**src/rtl/mem_block_mover_if.sv**
```systemverilog
// rtl/mem_block_mover_if.sv - memory-side bus between the block mover and the BRAM
//
// Purpose: bundles the single-port BRAM lines that the block mover owns.
// Signal names are written from the mover's point of view.
//   mem_addr_o    WORDS       memory address
//   mem_data_o    DATA_WIDTH  memory write data
//   mem_wr_en_no  1           memory write enable, active low
//   mem_data_i    DATA_WIDTH  memory read data (registered by the memory on negedge)
// Modports:
//   master - the block mover (drives address/data/write enable, reads data)
//   slave  - the memory (samples address/data/write enable, returns read data)
interface mem_block_mover_if #(
  parameter int WORDS      = 8,
  parameter int DATA_WIDTH = 16
);
  logic [WORDS-1:0]      mem_addr_o;
  logic [DATA_WIDTH-1:0] mem_data_o;
  logic                  mem_wr_en_no;
  logic [DATA_WIDTH-1:0] mem_data_i;

  modport master (
    output mem_addr_o,
    output mem_data_o,
    output mem_wr_en_no,
    input  mem_data_i
  );

  modport slave (
    input  mem_addr_o,
    input  mem_data_o,
    input  mem_wr_en_no,
    output mem_data_i
  );
endinterface

```
**src/rtl/mem_block_mover.sv**
```systemverilog
// rtl/mem_block_mover.sv - block copy / block fill engine driving a single-port BRAM
//
// Purpose: on a start strobe, copies len words from src to dst, or fills len
// words at dst with a constant. Copy is strictly ascending and alternates one
// read cycle with one write cycle; fill writes one word per cycle.
// Ports:
//   clk_i     in   1           system clock, all registers update on posedge
//   reset_i   in   1           synchronous active-high reset
//   start_i   in   1           command strobe, only honoured in IDLE
//   mode_i    in   1           0 = copy, 1 = fill (latched with start)
//   src_i     in   WORDS       copy source base address
//   dst_i     in   WORDS       destination base address
//   len_i     in   WORDS+1     word count, 0..2^WORDS
//   fill_i    in   DATA_WIDTH  fill value
//   busy_o    out  1           command in progress (READ/WRITE cycles)
//   done_o    out  1           one-cycle completion pulse
//   mem_bus   master modport of mem_block_mover_if (address, data, write enable)
module mem_block_mover #(
  parameter int WORDS      = 8,
  parameter int DATA_WIDTH = 16
) (
  input  logic                  clk_i,
  input  logic                  reset_i,
  input  logic                  start_i,
  input  logic                  mode_i,
  input  logic [WORDS-1:0]      src_i,
  input  logic [WORDS-1:0]      dst_i,
  input  logic [WORDS:0]        len_i,
  input  logic [DATA_WIDTH-1:0] fill_i,
  output logic                  busy_o,
  output logic                  done_o,
  mem_block_mover_if.master     mem_bus
);

  typedef enum logic [1:0] {
    IDLE  = 2'd0,
    READ  = 2'd1,
    WRITE = 2'd2,
    DONE  = 2'd3
  } state_t;

  localparam logic MODE_COPY = 1'b0;

  state_t                state_q;

  // Command parameters latched at start.
  logic                  mode_q;
  logic [WORDS-1:0]      src_q;
  logic [WORDS-1:0]      dst_q;
  logic [WORDS:0]        len_q;
  logic [DATA_WIDTH-1:0] fill_q;

  // Word index; one bit wider than the address so len = 2^WORDS is reachable.
  logic [WORDS:0]        i_q;
  logic [WORDS:0]        i_d;

  // Registered outputs.
  logic                  busy_q;
  logic                  done_q;
  logic                  wr_en_n_q;
  logic [WORDS-1:0]      addr_q;
  logic [DATA_WIDTH-1:0] data_q;

  // Index of the word after the one being written this cycle.
  assign i_d = i_q + (WORDS+1)'(1);

  always_ff @(posedge clk_i) begin
    if (reset_i) begin
      state_q   <= IDLE;
      mode_q    <= MODE_COPY;
      src_q     <= '0;
      dst_q     <= '0;
      len_q     <= '0;
      fill_q    <= '0;
      i_q       <= '0;
      busy_q    <= 1'b0;
      done_q    <= 1'b0;
      wr_en_n_q <= 1'b1;
      addr_q    <= '0;
      data_q    <= '0;
    end else begin
      // done is a single-cycle pulse; only the transition into DONE raises it.
      done_q <= 1'b0;

      case (state_q)
        IDLE: begin
          wr_en_n_q <= 1'b1;
          busy_q    <= 1'b0;
          if (start_i) begin
            mode_q <= mode_i;
            src_q  <= src_i;
            dst_q  <= dst_i;
            len_q  <= len_i;
            fill_q <= fill_i;
            i_q    <= '0;
            if (len_i == '0) begin
              // Empty command: completes without ever touching memory.
              state_q <= DONE;
              done_q  <= 1'b1;
            end else if (mode_i == MODE_COPY) begin
              state_q <= READ;
              busy_q  <= 1'b1;
              addr_q  <= src_i;
            end else begin
              state_q   <= WRITE;
              busy_q    <= 1'b1;
              addr_q    <= dst_i;
              data_q    <= fill_i;
              wr_en_n_q <= 1'b0;
            end
          end
        end

        READ: begin
          // The memory updated mem_data_i on the negedge inside this cycle,
          // so it holds mem[src+i] here and becomes the write data.
          state_q   <= WRITE;
          addr_q    <= dst_q + i_q[WORDS-1:0];
          data_q    <= mem_bus.mem_data_i;
          wr_en_n_q <= 1'b0;
        end

        WRITE: begin
          i_q <= i_d;
          if (i_d == len_q) begin
            state_q   <= DONE;
            busy_q    <= 1'b0;
            done_q    <= 1'b1;
            wr_en_n_q <= 1'b1;
          end else if (mode_q == MODE_COPY) begin
            state_q   <= READ;
            addr_q    <= src_q + i_d[WORDS-1:0];
            wr_en_n_q <= 1'b1;
          end else begin
            state_q   <= WRITE;
            addr_q    <= dst_q + i_d[WORDS-1:0];
            data_q    <= fill_q;
            wr_en_n_q <= 1'b0;
          end
        end

        DONE: begin
          // start_i is deliberately not looked at here; it is next honoured
          // in IDLE.
          state_q   <= IDLE;
          busy_q    <= 1'b0;
          wr_en_n_q <= 1'b1;
        end

        default: begin
          state_q   <= IDLE;
          busy_q    <= 1'b0;
          wr_en_n_q <= 1'b1;
        end
      endcase
    end
  end

  assign busy_o               = busy_q;
  assign done_o               = done_q;
  assign mem_bus.mem_addr_o   = addr_q;
  assign mem_bus.mem_data_o   = data_q;
  assign mem_bus.mem_wr_en_no = wr_en_n_q;

endmodule

```
**src/flat_wrapper.sv**
```systemverilog
// flat-port wrapper written by rule: the top's interface ports become plain ports
module mem_block_mover_flat 
#(
  parameter int WORDS      = 8,
  parameter int DATA_WIDTH = 16
)
  (clk_i, reset_i, start_i, mode_i, src_i, dst_i, len_i, fill_i, busy_o, done_o, mem_bus_mem_addr_o, mem_bus_mem_data_o, mem_bus_mem_wr_en_no, mem_bus_mem_data_i);
  mem_block_mover_if #(.WORDS(WORDS), .DATA_WIDTH(DATA_WIDTH)) mem_bus_i ();
  input  logic clk_i;
  input  logic reset_i;
  input  logic start_i;
  input  logic mode_i;
  input  logic [WORDS-1:0] src_i;
  input  logic [WORDS-1:0] dst_i;
  input  logic [WORDS:0] len_i;
  input  logic [DATA_WIDTH-1:0] fill_i;
  output logic busy_o;
  output logic done_o;
  output wire logic [$bits(mem_bus_i.mem_addr_o)-1:0] mem_bus_mem_addr_o;
  output wire logic [$bits(mem_bus_i.mem_data_o)-1:0] mem_bus_mem_data_o;
  output wire logic [$bits(mem_bus_i.mem_wr_en_no)-1:0] mem_bus_mem_wr_en_no;
  input wire logic [$bits(mem_bus_i.mem_data_i)-1:0] mem_bus_mem_data_i;
  assign mem_bus_mem_addr_o = mem_bus_i.mem_addr_o;
  assign mem_bus_mem_data_o = mem_bus_i.mem_data_o;
  assign mem_bus_mem_wr_en_no = mem_bus_i.mem_wr_en_no;
  assign mem_bus_i.mem_data_i = mem_bus_mem_data_i;
  mem_block_mover #(.WORDS(WORDS), .DATA_WIDTH(DATA_WIDTH)) u_core (.clk_i(clk_i), .reset_i(reset_i), .start_i(start_i), .mode_i(mode_i), .src_i(src_i), .dst_i(dst_i), .len_i(len_i), .fill_i(fill_i), .busy_o(busy_o), .done_o(done_o), .mem_bus(mem_bus_i));
endmodule
```
**config.mk**
```make
export PLATFORM = sky130hd
export DESIGN_NAME = mem_block_mover_flat
export DESIGN_NICKNAME = d
export VERILOG_FILES = /design/src/rtl/mem_block_mover_if.sv /design/src/rtl/mem_block_mover.sv /design/src/flat_wrapper.sv
export SDC_FILE = /design/constraint.sdc
export NUM_CORES = 1
export LEC_CHECK = 0
export BUFFER_PORTS_ARGS = -buffer_cell sky130_fd_sc_hd__buf_2
export CAP_MARGIN = 20
export CORE_MARGIN = 1
export CORE_UTILIZATION = 48
export DETAILED_ROUTE_END_ITERATION = 10
export PLACE_DENSITY = 0.72
export SYNTH_ARGS = -nofsm -noshare
export SYNTH_HDL_FRONTEND = slang
export SYNTH_SLANG_ARGS = --single-unit
```
**constraint.sdc**
```tcl
create_clock -name clk_i -period 5.38 [get_ports clk_i]
set_input_delay 0.807 -clock clk_i [delete_from_list [all_inputs] [get_ports clk_i]]
set_output_delay 0.807 -clock clk_i [all_outputs]
set_load 0.005 [all_outputs]
```
==> metrics.csv <==
metric,value,unit
setup violators final,0,
synth warn,0,
HPWL Detailed,9320,um
Die Span Y,103,um
met1 GRT Util,32.7,%
Final Hold Viols,0,
root buf cell,clkbuf_8,
H-tree Lvls,3,
Mapped Cells,585,
fin crit period,3.13,ns
unrepaired setup endpoints after global routing,no,
CTS sink cnt,80,
initial antenna violation count,0,
peak supply drop,0.279,mV
Async SR Flop Fraction,0,%
I/O Buffers,87,
fillers,976,
Layout area overhead,13.1,%
Clock Latency Late Sink,0.38,ns
post-route ant nets,0,
share of cells above drive strength 1,20.3,%
DRT Pass-1 Iters,5,
Post-CTS Resized,0,
Synth top area share,32.9,%
Post-Synthesis Cell Area,4870,um2
WL/cell,16.4,um
Worst-Margin Slew,0.804,ns
"Worst Setup Slack, final",2.25,ns
"Net Count, Synth",667,
final critical-path share of the clock period,58.2,%
busiest grt layer,met2,
dominant cell type by area after synthesis,dfxtp_1,
first-pass GRT wire length,20700,um
clock skew,0.0174,ns
n_diodes,0,
Pwr per Cell Area,466,nW/um2
"Reg clk slew, reported paths",0.09,ns
met3 Usage GRT,5.36,%
I/O Pins,88,
total core area,9820,um2
#FFs+latches synth,80,
CTS tree,built,
pin count of the biggest net entering global routing,59,
Post-CTS Setup Bufs,0,
kind of critical path,reg -> reg,
vias,4488,
worst hold path startpoint,u_core.len_q[5],
CTS Hold Buffers Added,0,
top_reg_cell synth,dfxtp_1,
Hold Crit Class,reg -> reg,
vias per inst,5.72,
synthesized area per cell,8.32,um2
dpl ws,2.30,ns
Util after Layout,56.0,%
RR Startpoint,u_core.state_q[1],
DRT iter0 DRCs,218,
CTS Buffer Depth,2,
detailed-route DRC error count,0,
crit path max fanout,28,
P_leak,2.34,nW
Die Area,10500,um2
gr ovfl total,0,
"EDFF count, synth",0,
Die W,103,um
site row count,36,
MaxCap Viol Count,0,
outcome,"complete, no violations",
Global Route Usage Sum,25.6,%
startpoint types,flip-flop,
DP Area,5310,um2
R2R depth,6,
synth unique cells,64,
Hold Crit Depth,2,
sequential fraction of the synthesis area,32.9,%
met2 Use GR,40.8,%
relative slew slack,46.1,%
TritonCTS buffer count,9,
Worst Path Required,5.64,ns
WL final,12800,um
power consumption,2.56,mW
ranking of synthesized cells by area,"dfxtp_1 (33%), nand2_1 (7.3%), mux2i_1 (6.6%)",
vias in the first global route,4275,
Worst setup EP type,flip-flop,
Worst EP arrival,3.39,ns
Crit. Startpoint,u_core.state_q[1],
final instance area,5500,um2
Final Net Count,728,
Starting Density,49.6,%
maximum clock frequency,0.319,GHz
setup tns final,0,ns
RD Place Congestion,0.921,
"Slew Viols, Final",0,
-- logic make-up after synthesis --
logic type,synth area share [%]
flops,32.9
mux,9.36
buf+inv,4.73
fa+ha+maj,5.71
simple gates,23.3
compound gates,19.5
xor+xnor,4.50
-- power breakdown --
group,switching [mW],internal [mW],total [mW]
logic,0.739,0.529,1.27
registers,0.101,0.755,0.856
clock network,0.252,0.187,0.439
total,1.09,1.47,2.56
-- sequential cells by signal, indices dropped and copies added (netlist names) --
register and cells:
u_core.mem_bus.mem_wr_en_no 1, u_core.mode_q 1, u_core.mem_bus.mem_addr_o 8, u_core.done_o 1, u_core.fill_q 16, u_core.len_q 9
u_core.src_q 8, u_core.i_q 9, u_core.state_q 2, u_core.mem_bus.mem_data_o 16, u_core.busy_o 1, u_core.dst_q 8
-- cell usage in the layout (no fill, tap or decap), types with 3 or more instances in the layout --
cell,n
inv_1,9
mux2_2,10
o21ai_0,14
a21oi_1,53
or3_1,17
a311oi_1,3
a211o_1,5
nor3_1,9
buf_4,5
a21o_1,7
nand3b_1,3
dfxtp_1,80
a221oi_1,20
mux2i_1,32
clkinvlp_4,3
ha_1,19
xor2_1,5
buf_2,87
a22oi_1,3
clkbuf_8,10
nor2b_1,7
xnor2_1,12
nand2b_1,25
nand2_1,95
nor2_1,39
or2_2,4
a31oi_1,3
nand3_1,9
o211ai_1,4
a2bb2oi_1,3
a211oi_1,13
-- stage by stage --
stage	cells	hold slack, ns
global placement	768	0.441
CTS	784	0.461
global route	784	0.479
floorplan	585	0.434
finish	784	0.462
detailed placement	768	0.447
-- path summary, 6_finish.rpt --
path / to / slack (ns)
setup / recovery: u_core.mem_bus.mem_addr_o[3] / 2.25
hold / removal: u_core.len_q[5] / 0.46
setup reg to reg: u_core.mem_bus.mem_addr_o[3] / 2.25
hold reg to reg: u_core.len_q[5] / 0.46
-- layout make-up --
type / instances / area, um2 / area share (%)
inverter: 10 / 37.5 / 0.682
sequential: 80 / 1600 / 29.1
tap: 133 / 166 / 3.02
clock buffer: 10 / 138 / 2.50
timing repair buffer: 92 / 473 / 8.59
multi-input combinational: 453 / 3040 / 55.2
clock inverter: 6 / 51.3 / 0.932
-- cells in the mapped netlist, types with 5 or more instances --
cell      number
xor2_1         5
dfxtp_1       80
inv_1          9
a21o_1         7
ha_1          19
a211oi_1      13
nor3_1         9
clkbuf_1      28
xnor2_1       12
a211o_1        5
a21oi_1       53
nor2_1        39
nor2b_1        7
mux2_2        10
nand3_1        9
mux2i_1       32
a221oi_1      20
buf_1          6
o21ai_0       14
nand2b_1      25
nand2_1       95
or3_1         17
-- worst max-delay path, cell delays in order (launching register included) --
cell,delay [ns]
dfxtp_1,0.39
inv_1,0.08
ha_1,0.79
clkinv_1,0.88
a311oi_1,0.50
a211oi_1,0.09
mux2_2,0.28
-- per-layer routing --
layer	routed length [um]	share of wire, %
met3	668	5.2
met5	0	0
met1	5620	44
met2	6010	47
met4	533	4.2
No activity file was read; power rests on OpenSTA's default activity.
